--- src/rtl/lives_manager.sv ---
`default_nettype none
// ============================================================================
//  Module   : lives_manager
//  Purpose  : Player life bookkeeping for the HUD heart overlay. It converts
//             hazard hits and heart pickups into a saturating life count and
//             runs a post-hit invulnerability window that is timed in video
//             frames. It also raises game over and drives a blink gate so the
//             hearts flash while the player is invulnerable.
//  Ports    : clk           - system/pixel clock
//             rst_n         - asynchronous active-low reset
//             frame_tick_i  - one-cycle pulse per video frame
//             hit_i         - level, player overlaps a hazard
//             bonus_i       - level, player overlaps a heart pickup
//             restart_i     - one-cycle pulse, start a new game
//             lives_o       - current life count
//             invuln_o      - high during the invulnerability window
//             hearts_show_o - 0 blanks the hearts for this frame
//             game_over_o   - high once lives reach 0, until restart
//             life_lost_o   - one-cycle pulse per accepted hit
//  Revision : 1.0 - initial release
// ============================================================================
module lives_manager #(
  parameter int unsigned MAX_LIVES     = 2,
  parameter int unsigned INVULN_FRAMES = 90,
  parameter int unsigned BLINK_SHIFT   = 3
) (
  input  logic       clk,
  input  logic       rst_n,
  input  logic       frame_tick_i,
  input  logic       hit_i,
  input  logic       bonus_i,
  input  logic       restart_i,
  output logic [1:0] lives_o,
  output logic       invuln_o,
  output logic       hearts_show_o,
  output logic       game_over_o,
  output logic       life_lost_o
);

  typedef enum logic [1:0] {
    ST_PLAY   = 2'd0,
    ST_INVULN = 2'd1,
    ST_OVER   = 2'd2
  } state_e;

  localparam logic [1:0] c_MAX_LIVES     = 2'(MAX_LIVES);
  localparam logic [7:0] c_INVULN_FRAMES = 8'(INVULN_FRAMES);
  localparam int unsigned c_BLINK_BIT    = BLINK_SHIFT;

  state_e     state_q, state_d;
  logic [1:0] lives_q, lives_d;
  logic [7:0] inv_cnt_q, inv_cnt_d;
  logic [7:0] blink_cnt_q, blink_cnt_d;
  logic       bonus_q;
  logic       invuln_q, invuln_d;
  logic       hearts_show_q, hearts_show_d;
  logic       game_over_q, game_over_d;
  logic       life_lost_q, life_lost_d;

  logic       w_bonus_edge;
  logic       w_can_gain;

  // A held pickup overlap must only grant one life.
  assign w_bonus_edge = bonus_i & ~bonus_q;
  assign w_can_gain   = (lives_q < c_MAX_LIVES);

  // --------------------------------------------------------------------------
  // Next-state logic
  // --------------------------------------------------------------------------
  always_comb begin
    state_d     = state_q;
    lives_d     = lives_q;
    inv_cnt_d   = inv_cnt_q;
    blink_cnt_d = blink_cnt_q;
    life_lost_d = 1'b0;

    if (restart_i) begin
      state_d     = ST_PLAY;
      lives_d     = c_MAX_LIVES;
      inv_cnt_d   = 8'd0;
      blink_cnt_d = 8'd0;
    end else begin
      unique case (state_q)
        ST_PLAY: begin
          // A hit in the same cycle as a pickup edge takes precedence and
          // the pickup is dropped.
          if (hit_i) begin
            life_lost_d = 1'b1;
            if (lives_q > 2'd1) begin
              lives_d     = lives_q - 2'd1;
              inv_cnt_d   = c_INVULN_FRAMES;
              blink_cnt_d = 8'd0;
              state_d     = ST_INVULN;
            end else begin
              lives_d = 2'd0;
              state_d = ST_OVER;
            end
          end else if (w_bonus_edge && w_can_gain) begin
            lives_d = lives_q + 2'd1;
          end
        end

        ST_INVULN: begin
          if (w_bonus_edge && w_can_gain) begin
            lives_d = lives_q + 2'd1;
          end
          if (frame_tick_i) begin
            blink_cnt_d = blink_cnt_q + 8'd1;
            // The tick that sees 1 closes the window, so it spans exactly
            // INVULN_FRAMES ticks.
            if (inv_cnt_q <= 8'd1) begin
              inv_cnt_d = 8'd0;
              state_d   = ST_PLAY;
            end else begin
              inv_cnt_d = inv_cnt_q - 8'd1;
            end
          end
        end

        ST_OVER: begin
          lives_d = 2'd0;
        end

        default: begin
          state_d = ST_PLAY;
        end
      endcase
    end
  end

  // Outputs are derived from the next state so they are registered yet
  // reflect the sampled event one clock later.
  always_comb begin
    invuln_d      = (state_d == ST_INVULN);
    game_over_d   = (state_d == ST_OVER);
    hearts_show_d = 1'b1;
    if (state_d == ST_INVULN) begin
      hearts_show_d = ~blink_cnt_d[c_BLINK_BIT];
    end
  end

  // --------------------------------------------------------------------------
  // State and counter registers
  // --------------------------------------------------------------------------
  always_ff @(posedge clk or negedge rst_n) begin
    if (!rst_n) begin
      state_q     <= ST_PLAY;
      lives_q     <= c_MAX_LIVES;
      inv_cnt_q   <= 8'd0;
      blink_cnt_q <= 8'd0;
    end else begin
      state_q     <= state_d;
      lives_q     <= lives_d;
      inv_cnt_q   <= inv_cnt_d;
      blink_cnt_q <= blink_cnt_d;
    end
  end

  // Pickup edge detector history; keeps sampling even during restart.
  always_ff @(posedge clk or negedge rst_n) begin
    if (!rst_n) begin
      bonus_q <= 1'b0;
    end else begin
      bonus_q <= bonus_i;
    end
  end

  // --------------------------------------------------------------------------
  // Output registers
  // --------------------------------------------------------------------------
  always_ff @(posedge clk or negedge rst_n) begin
    if (!rst_n) begin
      invuln_q      <= 1'b0;
      hearts_show_q <= 1'b1;
      game_over_q   <= 1'b0;
      life_lost_q   <= 1'b0;
    end else begin
      invuln_q      <= invuln_d;
      hearts_show_q <= hearts_show_d;
      game_over_q   <= game_over_d;
      life_lost_q   <= life_lost_d;
    end
  end

  assign lives_o       = lives_q;
  assign invuln_o      = invuln_q;
  assign hearts_show_o = hearts_show_q;
  assign game_over_o   = game_over_q;
  assign life_lost_o   = life_lost_q;

endmodule
`default_nettype wire

--- config.mk ---
export PLATFORM = sky130hd
export DESIGN_NAME = lives_manager
export DESIGN_NICKNAME = d
export VERILOG_FILES = /design/src/rtl/lives_manager.sv
export SDC_FILE = /design/constraint.sdc
export NUM_CORES = 1
export LEC_CHECK = 0
export CORE_MARGIN = 2
export CORE_UTILIZATION = 60
export DETAILED_ROUTE_END_ITERATION = 10
export PLACE_DENSITY = 0.92
export SYNTH_ARGS = -nofsm -noshare
export SYNTH_HDL_FRONTEND = slang
export SYNTH_SLANG_ARGS = --single-unit
--- constraint.sdc ---
create_clock -name clk -period 4.05 [get_ports clk]
set_clock_uncertainty 0.05 [all_clocks]
set_input_delay 0.405 -clock clk [delete_from_list [all_inputs] [get_ports clk]]
set_output_delay 0.405 -clock clk [all_outputs]
set_load 0.05 [all_outputs]
Yosys cells after proc, flatten, opt, wreduce, memory -nomap -nowiden:

Cells that the tools add are included.

* add/sub/neg operators: 4
* mux-type cells: 26
* bitwise logic cells: 3
* reduce and logical (&&, ||, !) cells: 5
* equal/unequal tests: 7
* magnitude comparators: 3

Operators with widths (number)
* two-way mux 8 bit: 9
* one-hot mux 8 bit (2 select lines): 2
* two-way mux 2 bit: 9
* one-hot mux 2 bit (3 select lines): 2
* inequality test 3 bit (second input constant): 3
* adder 8 x 1 -> 8 bit (second input constant): 1
* <= comparator 8 x 1 -> 1 bit (second input constant): 1
* subtractor 8 x 1 -> 8 bit (second input constant): 1
* equality test 2 x 1 -> 1 bit (second input constant): 2
* equality test 2 bit (second input constant): 2
* two-way mux 1 bit: 4
* AND reduction 4 bit: 1
* nonzero test 4 bit: 1
* nonzero test 3 bit: 1
* adder 2 x 1 -> 2 bit (second input constant): 1
* greater-than comparator 2 x 1 -> 1 bit (second input constant): 1
* zero test 2 bit: 1
* less-than comparator 2 bit (second input constant): 1
* NOT 1 bit: 2
* subtractor 2 x 1 -> 2 bit (second input constant): 1
* bitwise AND 1 bit: 1
* logical AND 1 bit: 1

* output and inout bits: 6
* word-level logic and storage cells: 58
* bits in registers: 25
* input bits: 6

Longest topological paths before layout:

Gate-level depths: netlist of run 1.

* word-level depth: 7
* mapped depth: 7
* depth with buffers taken out: 6

Worst setup path after synthesis of run 1:

Ideal clock, no wire load.

* path type: reg-to-reg
* from: reg lives_q[1], in the netlist lives_o[1]
* to: reg inv_cnt_q[5]
* path slack: 1.899 ns
* arrival time: 2.024 ns
* setup time: 0.077 ns
* path buffers: 0
* data required time: 3.923 ns
* period minus slack after synthesis: 2.151 ns
* stages on the path, launching flop included: 7
* path through: dfstp_2 > inv_1 > ha_1 > and3b_2 > o22ai_2 > or4_1 > a21oi_1

* longest elaborated chain between the ends: 3

Ends and longest elaborated chain
* start, declared: line 51 `logic [1:0] lives_q, lives_d;`
* start signal, assigned: line 148 `lives_q <= c_MAX_LIVES;`
* start signal, assigned: line 153 `lives_q <= lives_d;`
* greater-than comparator 2 x 1 -> 1 bit: line 89 `if (lives_q > 2'd1) begin`
* inequality test 3 bit (no source line)
* AND reduction 4 bit (no source line)
* end signal, assigned: line 154 `inv_cnt_q <= inv_cnt_d;`
* end, declared: line 52 `logic [7:0] inv_cnt_q, inv_cnt_d;`

No other way between the ends.
A chain may end at the register's enable or synchronous reset.

Worst setup path after layout of run 1:

* from: reg state_q[1]
* to: reg inv_cnt_q[0]

* longest elaborated chain between the ends: 3
* elaborated cells between the ends (all ways): 9
* those cells by class: eq/ne (4); mux (2); reduce/logical (3)

Ends and longest elaborated chain
* start, declared: line 50 `state_e state_q, state_d;`
* start signal, assigned: line 152 `state_q <= state_d;`
* equality test 2 x 1 -> 1 bit or zero test 2 bit (tied branches): line 83 `unique case (state_q)`
* inequality test 3 bit (no source line) (tied with other cells)
* AND reduction 4 bit (no source line) or two-way mux 8 bit (tied branches)

Parallel ways exist; a longest one is shown, timed or not.

==> results.ini, run 1 <==
[job]
maxCapViolCount=0

[global_route]
gr-total-overflow=0
antenna_found_initial=0
grt_usage_pct=25.5
grt_pass1_wl_mm=4.97
grt_pass1_vias=1063
grt_max_degree=22

[run_status]
status=finished clean

[logic_synthesis]
synth_edf_count=0
ys_ff_latch=21
synth_warnings=0
synth_cell_types=42
synth_ff_type=dfrtp_1
synth_largest_area_cell=dfrtp_1
synth_area_um2=1310
synthArstFlopShare_pct=100
ys_top_cells_by_area=dfrtp_1 (36%), ha_1 (10%), dfstp_2 (4.0%), a21oi_1 (3.8%), inv_1 (3.4%)
synthCells=133
yosysTopAreaCellShare_pct=36.3
syn_area_per_cell_um2=9.86
synthesis.nets=150
yosysSeqAreaShare_pct=40.3

[critical_path]
crit_fanout=15
critPathLaunchType=flip-flop
path_class=flip-flop to flip-flop
endpoint_kind=flip-flop
worstPathRequired_ns=4.20
cp_data_arrival_time_ns=2.40
r2r_cells=6

[power_and_ir_drop]
clkPwrFrac_pct=9.8
p_switching_mw=0.495
p_int_mw=0.529
switching_share_pct=48.3
pwr-share-comb_pct=57.5
cellPowerDensity_nw_per_um2=701
vdd_ir_drop_max_mv=0.518
pwr-share-seq_pct=32.7
finalPower_mw=1.02
p_leak_nw=0.629

[clock_network]
clk_pin_slew_ns=0.11
clock_sinks=21
clk_latency_ns=0.30
cts-hold-fix-buffers=0
postCtsSetupRepairBufs=0
cts_resized=0
numCtsBuffers=3
cts_max_level=1
cts_buffer_depth=2
root_buffer=clkbuf_4
cts_tree=built

[finish]
postLayoutCoreUtil_pct=72.9
layout-drive-gt1-share_pct=9.09
diodes=0
multi_input_area_um2=716
syn_to_final_growth_pct=11.3
fillers=140
layout.area.seq_um2=528
nets=161
fin_area_um2=1460

[sta]
finalMaxSlewViolations=0
hold_viol=0
worst_hold_slack_ns=0.509
rsz0062_at_grt=no
timing.setup.tns_ns=0
min_period_ns=2.25
tightest_slew_ns=0.918
fmax_mhz=445
maxSlewHeadroom_pct=38.6
period_share_pct=55.5
setup_viol=0

[place]
dpl_cell_area_um2=1430
io_buffers=11
dp_hpwl_mm=2.00
gp_congestion=0.840

[floorplan]
die_w_um=50.8
core.rowCount=16
core_um2=2000
initial_core_util_pct=65.5
die_y_um=50.8
die-area_um2=2580
io_pins=12

[route]
dr.pass1.iters=4
wl_mm=2.81
num_vias=1084
antenna_left=0
drtIter0Drc=27
post_drt_wl_per_cell_um=16.5
route.detailed.drc=0
viasPerCell=6.38

[worst_hold_path]
holdPathStages=1
worstHoldPathType=input port to flip-flop

==> per-stage QoR <==
stage          setup WS (ns)  std cells
6_report                1.80        170
5_1_grt                 1.62        170
4_1_cts                 1.82        170
3_5_place_dp            1.60        166
3_3_place_gp            1.71        166
2_1_floorplan           1.90        133
==> kinds of logic (layout without fill, tap and decap cells) <==
family          Yosys count  count (layout)  synth area share, %
mux                       1               1                 1.14
flops                    21              21                 40.3
xor+xnor                  1               1                0.668
fa+ha+maj                11              11                 10.5
buf+inv                  17              27                 5.15
compound gates           39              39                 22.1
simple gates             43              43                 20.1
==> power by group through the flow <==
stage,logic [mW],clock network [mW],registers [mW]
floorplan,0.382,0,0.384
global placement,0.548,0,0.332
detailed placement,0.574,0,0.338
CTS,0.581,0.101,0.333
global route,0.648,0.110,0.344
finish,0.589,0.101,0.334
==> cells in the final DEF, fill, tap and decap left out, types with 3 or more instances in the layout <==
cell             Yosys  routed
a21oi_1             10      10
clkbuf_4             0       3
clkdlybuf4s50_1      0      11
dfrtp_1             19      19
ha_1                11      11
inv_1               12      12
nand2_1              7       7
nand3b_1             3       3
nand4_1              3       3
nor2_1               8       8
o21ai_0              5       5
o31ai_1              6       6
o41ai_1              3       3
or3_1                4       4
or4_1                4       4
==> layer usage <==
layer | vias up | routed length, um | track usage (%)
met5 | - | 0 | 0
met3 | 7 | 172 | 4.17
met4 | 0 | 43 | 6.31
li1 | 514 | - | -
met2 | 43 | 1390 | 42.8
met1 | 520 | 1200 | 34.3
==> state kept, by name, summed over array words and instances (netlist names) <==
signal,cells
hearts_show_o,1
state_q,2
blink_cnt_q,4
life_lost_o,1
lives_o,2
inv_cnt_q,8
bonus_q,1
invuln_o,1
game_over_o,1
==> Yosys cell counts, types with 2 or more instances <==
cell	count
dfrtp_1	19
inv_1	12
ha_1	11
a21oi_1	10
nor2_1	8
nand2_1	7
o31ai_1	6
o21ai_0	5
or3_1	4
or4_1	4
buf_2	3
nand3b_1	3
nand4_1	3
o41ai_1	3
a211oi_1	2
and3_1	2
clkbuf_1	2
dfstp_2	2
nand2b_1	2
nand4b_1	2
o2bb2ai_1	2
==> critical path: stages (launching register included) <==
cell and delay (ns):
dfrtp_1 0.44, inv_1 0.10, ha_1 0.48, mux2_4 0.29, a21boi_0 0.47, a21o_1 0.25
nor2_1 0.07
==> final timing paths <==
check,start,to,slack [ns]
max in group asynchronous,rst_n,bonus_q,2.84
max reg2reg,state_q[1],inv_cnt_q[0],1.80
max,state_q[1],inv_cnt_q[0],1.80
min in group asynchronous,rst_n,inv_cnt_q[7],0.55
min,bonus_i,bonus_q,0.51
min reg2reg,blink_cnt_q[1],blink_cnt_q[1],0.52
==> area by class of cell <==
cell class                 count  share of cell area (%)
tap                           27                    2.32
timing repair buffer          11                    7.55
sequential                    21                    36.2
multi-input combinational     95                    49.1
inverter                      12                    3.09
clock buffer                   4                    1.80
(Power assumes the default switching activity.)
==> run 2, diff against run 1 <==
--- a/config.mk
+++ b/config.mk
@@ -6,9 +6,9 @@
 export NUM_CORES = 1
 export LEC_CHECK = 0
 export CORE_MARGIN = 2
-export CORE_UTILIZATION = 60
+export CORE_UTILIZATION = 51
 export DETAILED_ROUTE_END_ITERATION = 10
-export PLACE_DENSITY = 0.92
+export PLACE_DENSITY = 0.84
 export SYNTH_ARGS = -nofsm -noshare
 export SYNTH_HDL_FRONTEND = slang
 export SYNTH_SLANG_ARGS = --single-unit
==> constraint.sdc (replaced) <==
create_clock -name clk -period 1.9 [get_ports clk]
set_clock_uncertainty 0.05 [all_clocks]
set_input_delay 0.19 -clock clk [delete_from_list [all_inputs] [get_ports clk]]
set_output_delay 0.19 -clock clk [all_outputs]
set_load 0.05 [all_outputs]
==> results.ini, run 2 (synthesis gave the netlist of run 1 again) <==
[power_and_ir_drop]
p_leak_nw=0.738
vdd_ir_drop_max_mv=1.34
cellPowerDensity_nw_per_um2=1530

[sta]
setup_slack_ns=-0.0682
worst_hold_slack_ns=0.151
min_period_ns=1.97
tightest_slew_ns=0.510
period_share_pct=104
maxSlewHeadroom_pct=65.9
rsz0062_at_grt=yes
hold_viol=0
finalMaxSlewViolations=0
fmax_mhz=508
setup_viol=2

[global_route]
gr-total-overflow=0
grt_pass1_vias=1075
grt_pass1_wl_mm=4.61
antenna_found_initial=0
grt_usage_pct=21.5
grt_max_degree=22

[finish]
layout-drive-gt1-share_pct=30.2
largest_reg_flops=8
nets=180
final_cell_mix=buf_4 (19), dfrtp_1 (18), inv_1 (11)
syn_to_final_growth_pct=30.0
diodes=0
mostFrequentLayoutCell=buf_4
final_cell_count_no_fill=192
fin_area_um2=1700
multi_input_area_um2=806
reg_top3=inv_cnt_q: 8 flops, blink_cnt_q: 4 flops
fillers=181
layout.area.seq_um2=533
regMostFlops=inv_cnt_q
postLayoutCoreUtil_pct=69.4

[floorplan]
initial_core_util_pct=53.4
die_w_um=54.7
die_y_um=54.7
io_pins=12
core_um2=2450
die-area_um2=2990
core.rowCount=18

[critical_path]
cpMaxStageDelayCell=dfstp_4
path_class=flip-flop to flip-flop
endpoint_kind=flip-flop
worstPathRequired_ns=2.08
cpPeakStageDelay_ns=0.63
crit_fanout=3
cp_data_arrival_time_ns=2.15
worstPathCellList=inv_2 -> ha_4 -> and3b_2 -> o21ai_4 -> or4b_1 -> a31oi_1
critPathLaunchType=flip-flop

[route]
drtIter0Drc=28
num_vias=1144
dr_wl_met3_um=124
viasPerCell=5.96
wl_mm=2.95
wl_met1_mm=1.30
dr.pass1.iters=4
route.detailed.drc=0
post_drt_wl_per_cell_um=15.4
antenna_left=0
dr_wl_met2_mm=1.44
maxUsedRoutingLayer=met4

[run_status]
violations=negative setup slack
status=finished with violations

[clock_network]
cts_buffer_depth=2
cts_max_level=1
cts-hold-fix-buffers=0
clk_latency_ns=0.31
numCtsBuffers=3
cts_tree=built
clock_sinks=21
root_buffer=clkbuf_4
clk_pin_slew_ns=0.13

[place]
dp_cells=187
dp_hpwl_mm=2.16
io_buffers=11
gp_congestion=0.870
dpl_cell_area_um2=1580
place_ws_ns=-0.0802

[worst_hold_path]
worstHoldPathType=input port to asynchronous set/reset pin

[job]
maxCapViolCount=0

## run 2: final cells by class
cell class / count / share of cell area, %
sequential: 21 / 31.3
tap: 30 / 2.20
clock buffer: 3 / 1.32
timing repair buffer: 30 / 15.0
clock inverter: 1 / 0.294
multi-input combinational: 95 / 47.3
inverter: 12 / 2.64
## run 2: where the power goes
part,switching [mW],internal (mW),leakage (nW),total [mW]
sequential,0.113,0.584,0.273,0.698
combinational,0.954,0.734,0.447,1.69
clock,0.141,0.0786,0.0177,0.220
## run 2: repair_timing
action                     in CTS  in global routing
pin swaps                       7                  9
gates resized for setup         7                 12
setup buffers                   1                  0
gates cloned                    0                  0
setup endpoints to repair       9                 13
## run 2: worst paths after layout
path / from / to / slack (ns) / cells past startpoint
setup / recovery: lives_o[1] / blink_cnt_q[2] / -0.07 / 6
hold / removal: rst_n / state_q[1] / 0.15 / 2
setup reg to reg: lives_o[1] / blink_cnt_q[2] / -0.07 / 6
hold reg to reg: inv_cnt_q[6] / inv_cnt_q[6] / 0.48 / 2
max in group asynchronous: rst_n / lives_o[1] / 1.36 / 2
min in group clk: bonus_i / bonus_q / 0.30 / 1
## run 2: critical path: cells and delay by family (launching register included)
kind	cells	cell delay (ns)
simple gates	2	0.78
buf+inv	1	0.04
compound gates	2	0.25
flops	1	0.63
fa+ha+maj	1	0.15
## run 2: per-layer routing
metal,global-route usage [%],vias up
li1,-,552
met1,27.1,544
met2,34.3,38
met3,2.46,10
met4,14.2,0
met5,0,-
## run 2: through the flow
stage | power, mW | setup TNS (ns)
after CTS | 2.46 | -0.143
after floorplan | 1.67 | -0.459
after detailed placement | 2.18 | -0.137
final | 2.61 | -0.111
after global routing | 2.78 | -0.364
after global placement | 2.12 | -0.00262
